## src/rtl/figure_pkg.sv

```systemverilog
// Shared types and default geometry for the player figure (motion and draw stages).
package figure_pkg;

    typedef enum logic [1:0] {
        GROUND = 2'd0,
        RISE   = 2'd1,
        FALL   = 2'd2
    } motion_state_t;

    localparam int SCREEN_W     = 1024;
    localparam int SPRITE_BASE  = 26;
    localparam int SPRITE_SCALE = 2;
    localparam int SPRITE_SIZE  = SPRITE_BASE * SPRITE_SCALE;

    localparam logic [11:0] DEF_START_X  = 12'd100;
    localparam logic [11:0] DEF_GROUND_Y = 12'd500;
    localparam logic [11:0] DEF_X_MIN    = 12'd0;
    localparam logic [11:0] DEF_X_MAX    = 12'(SCREEN_W - SPRITE_SIZE);
    localparam logic [7:0]  DEF_STEP_X   = 8'd2;
    localparam logic [7:0]  DEF_JUMP_V0  = 8'd12;
    localparam logic [7:0]  DEF_GRAVITY  = 8'd1;
    localparam logic [7:0]  DEF_MAX_FALL = 8'd12;

    // Fall speed after one frame of gravity, saturated at terminal velocity.
    function automatic logic [7:0] fall_speed(input logic [7:0] vel,
                                              input logic [7:0] grav,
                                              input logic [7:0] max_v);
        logic [8:0] sum;
        sum = {1'b0, vel} + {1'b0, grav};
        return (sum > {1'b0, max_v}) ? max_v : sum[7:0];
    endfunction

endpackage

```

## src/rtl/frame_tick_gen.sv

```systemverilog
// One-cycle registered pulse on each rising edge of vblnk.
module frame_tick_gen (
    input  logic i_clk,
    input  logic i_rst,
    input  logic i_vblnk,
    output logic o_frame_tick
);

    logic r_vblnk_d;
    logic r_tick;

    always_ff @(posedge i_clk) begin
        if (i_rst) begin
            r_vblnk_d <= 1'b0;
            r_tick    <= 1'b0;
        end else begin
            r_vblnk_d <= i_vblnk;
            r_tick    <= i_vblnk & ~r_vblnk_d;
        end
    end

    assign o_frame_tick = r_tick;

endmodule

```

## src/rtl/figure_motion_ctrl.sv

```systemverilog
// Per-frame figure motion: clamped horizontal walk plus ground/rise/fall jump with gravity.
module figure_motion_ctrl
    import figure_pkg::*;
#(
    parameter logic [11:0] START_X  = DEF_START_X,
    parameter logic [11:0] GROUND_Y = DEF_GROUND_Y,
    parameter logic [11:0] X_MIN    = DEF_X_MIN,
    parameter logic [11:0] X_MAX    = DEF_X_MAX,
    parameter logic [7:0]  STEP_X   = DEF_STEP_X,
    parameter logic [7:0]  JUMP_V0  = DEF_JUMP_V0,
    parameter logic [7:0]  GRAVITY  = DEF_GRAVITY,
    parameter logic [7:0]  MAX_FALL = DEF_MAX_FALL
) (
    input  logic        i_clk,
    input  logic        i_rst,
    input  logic        i_vblnk,
    input  logic        i_move_left,
    input  logic        i_move_right,
    input  logic        i_jump,
    input  logic        i_freeze,
    output logic [11:0] o_rect_posx,
    output logic [11:0] o_rect_posy,
    output logic        o_facing,
    output logic        o_airborne,
    output logic        o_frame_tick
);

    motion_state_t r_state;
    logic [11:0]   r_posx;
    logic [11:0]   r_posy;
    logic [7:0]    r_vel;
    logic          r_facing;
    logic          r_airborne;

    logic          w_tick;
    logic          w_update;
    logic [12:0]   w_x_add;
    logic [11:0]   w_x_left;
    logic [11:0]   w_x_right;
    logic [7:0]    w_vn;
    logic [12:0]   w_fall_y;
    logic          w_ceiling;

    frame_tick_gen u_tick (
        .i_clk        (i_clk),
        .i_rst        (i_rst),
        .i_vblnk      (i_vblnk),
        .o_frame_tick (w_tick)
    );

    assign w_update = w_tick & ~i_freeze;

    // 13-bit arithmetic so a step near either edge cannot wrap before clamping.
    always_comb begin
        w_x_add   = {1'b0, r_posx} + {5'b0, STEP_X};
        w_x_left  = ({1'b0, r_posx} < ({1'b0, X_MIN} + {5'b0, STEP_X}))
                    ? X_MIN : (r_posx - {4'b0, STEP_X});
        w_x_right = (w_x_add > {1'b0, X_MAX}) ? X_MAX : w_x_add[11:0];
        w_vn      = fall_speed(r_vel, GRAVITY, MAX_FALL);
        w_fall_y  = {1'b0, r_posy} + {5'b0, w_vn};
        w_ceiling = r_posy < {4'b0, r_vel};
    end

    always_ff @(posedge i_clk) begin
        if (i_rst) begin
            r_state    <= GROUND;
            r_posx     <= START_X;
            r_posy     <= GROUND_Y;
            r_vel      <= 8'd0;
            r_facing   <= 1'b0;
            r_airborne <= 1'b0;
        end else if (w_update) begin
            if (i_move_left && !i_move_right) begin
                r_posx   <= w_x_left;
                r_facing <= 1'b1;
            end else if (i_move_right && !i_move_left) begin
                r_posx   <= w_x_right;
                r_facing <= 1'b0;
            end

            case (r_state)
                GROUND: begin
                    if (i_jump) begin
                        r_vel      <= JUMP_V0 - GRAVITY;
                        r_posy     <= r_posy - {4'b0, JUMP_V0};
                        r_state    <= RISE;
                        r_airborne <= 1'b1;
                    end else begin
                        r_posy <= GROUND_Y;
                    end
                end
                RISE: begin
                    if (w_ceiling) begin
                        r_posy  <= 12'd0;
                        r_vel   <= 8'd0;
                        r_state <= FALL;
                    end else begin
                        r_posy <= r_posy - {4'b0, r_vel};
                        // Apex reached once gravity has eaten all upward speed.
                        if (r_vel <= GRAVITY) begin
                            r_vel   <= 8'd0;
                            r_state <= FALL;
                        end else begin
                            r_vel <= r_vel - GRAVITY;
                        end
                    end
                end
                FALL: begin
                    if (w_fall_y >= {1'b0, GROUND_Y}) begin
                        r_posy     <= GROUND_Y;
                        r_vel      <= 8'd0;
                        r_state    <= GROUND;
                        r_airborne <= 1'b0;
                    end else begin
                        r_posy <= w_fall_y[11:0];
                        r_vel  <= w_vn;
                    end
                end
                default: begin
                    r_state    <= GROUND;
                    r_posy     <= GROUND_Y;
                    r_vel      <= 8'd0;
                    r_airborne <= 1'b0;
                end
            endcase
        end
    end

    assign o_rect_posx  = r_posx;
    assign o_rect_posy  = r_posy;
    assign o_facing     = r_facing;
    assign o_airborne   = r_airborne;
    assign o_frame_tick = w_tick;

endmodule

```

## config.mk

```make
export PLATFORM = sky130hd
export DESIGN_NAME = figure_motion_ctrl
export DESIGN_NICKNAME = d
export VERILOG_FILES = /design/src/rtl/figure_pkg.sv /design/src/rtl/frame_tick_gen.sv /design/src/rtl/figure_motion_ctrl.sv
export SDC_FILE = /design/constraint.sdc
export NUM_CORES = 1
export LEC_CHECK = 0
export ABC_AREA = 1
export BUFFER_PORTS_ARGS = -buffer_cell sky130_fd_sc_hd__buf_4
export CAP_MARGIN = 40
export CORE_UTILIZATION = 55
export DETAILED_ROUTE_END_ITERATION = 6
export PLACE_DENSITY = 0.78
export SLEW_MARGIN = 10
export SYNTH_ARGS = -nofsm -noshare
export SYNTH_HDL_FRONTEND = slang
export SYNTH_SLANG_ARGS = --single-unit
```

## constraint.sdc

```tcl
create_clock -name i_clk -period 2.8 [get_ports i_clk]
set_input_delay 0.14 -clock i_clk [delete_from_list [all_inputs] [get_ports i_clk]]
set_output_delay 0.14 -clock i_clk [all_outputs]
set_load 0.01 [all_outputs]
```

==> results.yml <==
synthesis:
  synth_edf_count: 0
  ys_ff_latch: 37
  ys_warn_count: 0
  ys.flop_type: "dfxtp_1"
  synth_area_per_cell_um2: 6.080
  async_reset_ff_share_pct: 0
  netlist_top_cells_area: "dfxtp_1, nand2_1, inv_1"
  ys_seq_area_share_pct: 19.71
  yosys.area.top_type: "dfxtp_1"
  synth_cell_types: 43
  netlist_instances: 618
  synth_area_um2: 3757
  synth_top_area_share_pct: 19.71
sta:
  setup_slack_ns: -0.3521
  maxSlewHeadroom_pct: 56.82
  finalHoldViolCount: 0
  worstMarginPinSlew_ns: 0.6453
  fmax_mhz: 317.2
  report.final.setup_viol: 16
  post-route-period-util_pct: 112.6
  slew_violations: 0
  finalClockSkew_ns: 0.01067
  period_needed_ns: 3.152
  rsz0062_at_grt: "true"
finish:
  fill_cells: 514
  drive_gt1_share_pct: 23.55
  nets: 725
  finalInstanceArea_um2: 4782
  multiInputGateArea_um2: 2872
  n_antenna_cell: 0
  regArea_um2: 745.7
  area_growth_syn_to_layout_pct: 27.27
global_route:
  grt_usage_pct: 32.01
  grt_pass1_vias: 4071
  gr-total-overflow: 0
  grt_max_degree: 26
  antenna_found_initial: 0
  grt_pass1_wl_um: 18660
worst_setup_path:
  path_cells: "ha_4, nand2_2, nor2_1, a21oi_1, nor2_2, o31ai_4, nor2_2, ha_2, inv_2, fa_2, inv_2, nand2_2, nand2_4, nand3_4, nand3_2, nand3_4, nor2_4, nand2_4, buf_12, nand3_2, nand3_1, nand2_1, a21oi_1"
  critPathKind: "reg2reg"
  cp_num_buf_inv: 3
  path_delay_family: "simple AND/OR/NAND/NOR gates"
  max_stage_delay_ns: 0.37
  critPathMaxFanout: 6
  crit_required_ns: 2.96
  start_kind: "flop"
  cp-end-kind: "flop"
  crit_slowest_cell: "dfxtp_2"
  arrival_ns: 3.31
floorplanning:
  num_io_pins: 34
  dieArea_um2: 7166
  core_um2: 6459
  die_w_um: 84.66
  die_h_um: 84.66
  start_util_pct: 58.18
  rows: 29
clock_network:
  cts-root-buf: "clkbuf_8"
  numCtsBuffers: 5
  htree_levels: 2
  path_clk_slew_ns: 0.08
  holdBufCountCts: 0
  clk_latency_ns: 0.29
  tritoncts: "done"
  cts_sinks: 37
  clock_path_buffers: 2
placed_design:
  dp_hpwl_um: 7916
  place_congestion: 0.9344
  portBuffers: 32
  pre_cts_ws_ns: -0.2829
  post_dp_cell_area_um2: 4320
detailed_routing:
  drt-met1-wl_um: 4908
  wl_met3_um: 868
  dr_wl_met2_um: 5453
  wl_per_cell_um: 14.98
  top_layer: "met4"
  wl_um: 11520
  drt_iter0_markers: 335
  remaining_drc_errors: 0
  first_pass_iters: 7
  via_count: 4416
  vias_per_cell: 5.743
  ant_nets: 0
outcome:
  violations: "setup timing"
  outcome: "complete, but fails checks"
power_and_ir_drop:
  p_leak_nw: 2.252
  power.density_nw_per_um2: 277.1
  ir_worst_vdd_v: 0.0002674
job:
  drv_cap: 0
hold_path:
  hold_class: "in2reg"
power breakdown:
group | switching [mW] | internal [mW] | total (mW)
Sequential | 0.0225 | 0.538 | 0.561
Clock | 0.211 | 0.172 | 0.383
Combinational | 0.231 | 0.150 | 0.381
what timing repair did:
| item | CTS | global route |
|---|---|---|
| pin swaps | 9 | 21 |
| endpoints found under the setup margin | 16 | 20 |
| endpoints found under the hold margin | 0 | 0 |
| cloned | 2 | 0 |
| resized for setup | 34 | 31 |
| buffers inserted | 6 | 3 |
metal layers:
layer / track usage (%) / vias up
li1: - / 2128
met1: 42.25 / 2048
met2: 54.69 / 207
met3: 3.835 / 33
met4: 9.707 / 0
met5: 0 / -
synth_stat cells (5+ instances only):
master	count
nand2_2	5
nor2_1	52
o21ai_0	29
a21oi_1	38
buf_2	6
inv_1	89
nand4_1	15
clkbuf_1	6
nor3_1	11
dfxtp_1	37
nand2_1	169
ha_1	25
nand3_1	47
xor2_1	28
a21oi_2	7
final timing paths:
kind                          from                  end  slack [ns]  cells after the start
setup / recovery          r_vel[1]           o_airborne       -0.35                     23
hold / removal             i_vblnk     u_tick.r_vblnk_d        0.06                      3
setup reg to reg          r_vel[1]           o_airborne       -0.35                     23
hold reg to reg   u_tick.r_vblnk_d  u_tick.o_frame_tick        0.40                      1
metrics by stage:
stage | total power, mW | hold WS, ns | cells | util (%) | setup TNS, ns
floorplan | 0.7943 | 0.2646 | 623 | - | -0.04438
CTS | 1.300 | 0.05594 | 766 | 71.72 | -2.856
finish | 1.325 | 0.06184 | 769 | 74.04 | -4.336
global placement | 0.8812 | 0.3550 | 750 | 66.89 | -1.822
global route | 1.390 | 0.06449 | 769 | 74.04 | -6.939
detailed placement | 0.8880 | 0.3590 | 750 | 66.89 | -3.374
sequential cells by signal, summed over array words and instances, names as in the netlist:
register / flops
r_vel: 8
o_rect_posy: 12
o_airborne: 1
r_state: 2
o_rect_posx: 11
u_tick.o_frame_tick: 1
u_tick.r_vblnk_d: 1
o_facing: 1
area by class of cell:
type,instances,share of cell area [%]
clock buffers,5,1.439
clock inverters,3,0.3663
repair buffers,79,13.32
inverters,92,7.221
flip-flops and latches,37,15.59
multi-input cells,476,60.05
well taps,77,2.015
logic make-up after synthesis:
group	share of synthesized area [%]
AO/OA/AOI/OAI	14.89
XOR/XNOR	7.226
adder cells (fa/ha/maj)	9.391
buffers and inverters	11.99
flip-flops	19.71
other	0.09980
AND/OR/NAND/NOR	36.70
tightest hold or removal path: stages:
cell and delay [ns]:
buf_4 0.07, inv_1 0.04, nor2_1 0.06
placed cells by master, fill, tap and decap left out, types with 3 or more instances in the layout:
cell	count
inv_2	4
nand3_1	36
nand2_2	17
conb_1	6
ha_1	22
nand4_1	15
o211ai_1	3
o31ai_1	3
nor3_1	10
nand3b_1	4
nor2_1	44
buf_4	74
or2_2	3
a21oi_1	38
buf_6	3
o21ai_0	26
nand2_1	151
clkbuf_8	5
inv_1	87
a31oi_1	3
o21ai_1	4
dfxtp_1	35
xor2_1	26
nor2_2	9
nand2_4	6
a21oi_2	7
nand3_2	9
nand3_4	5
Note: power is estimated with default switching activity, not from simulation.
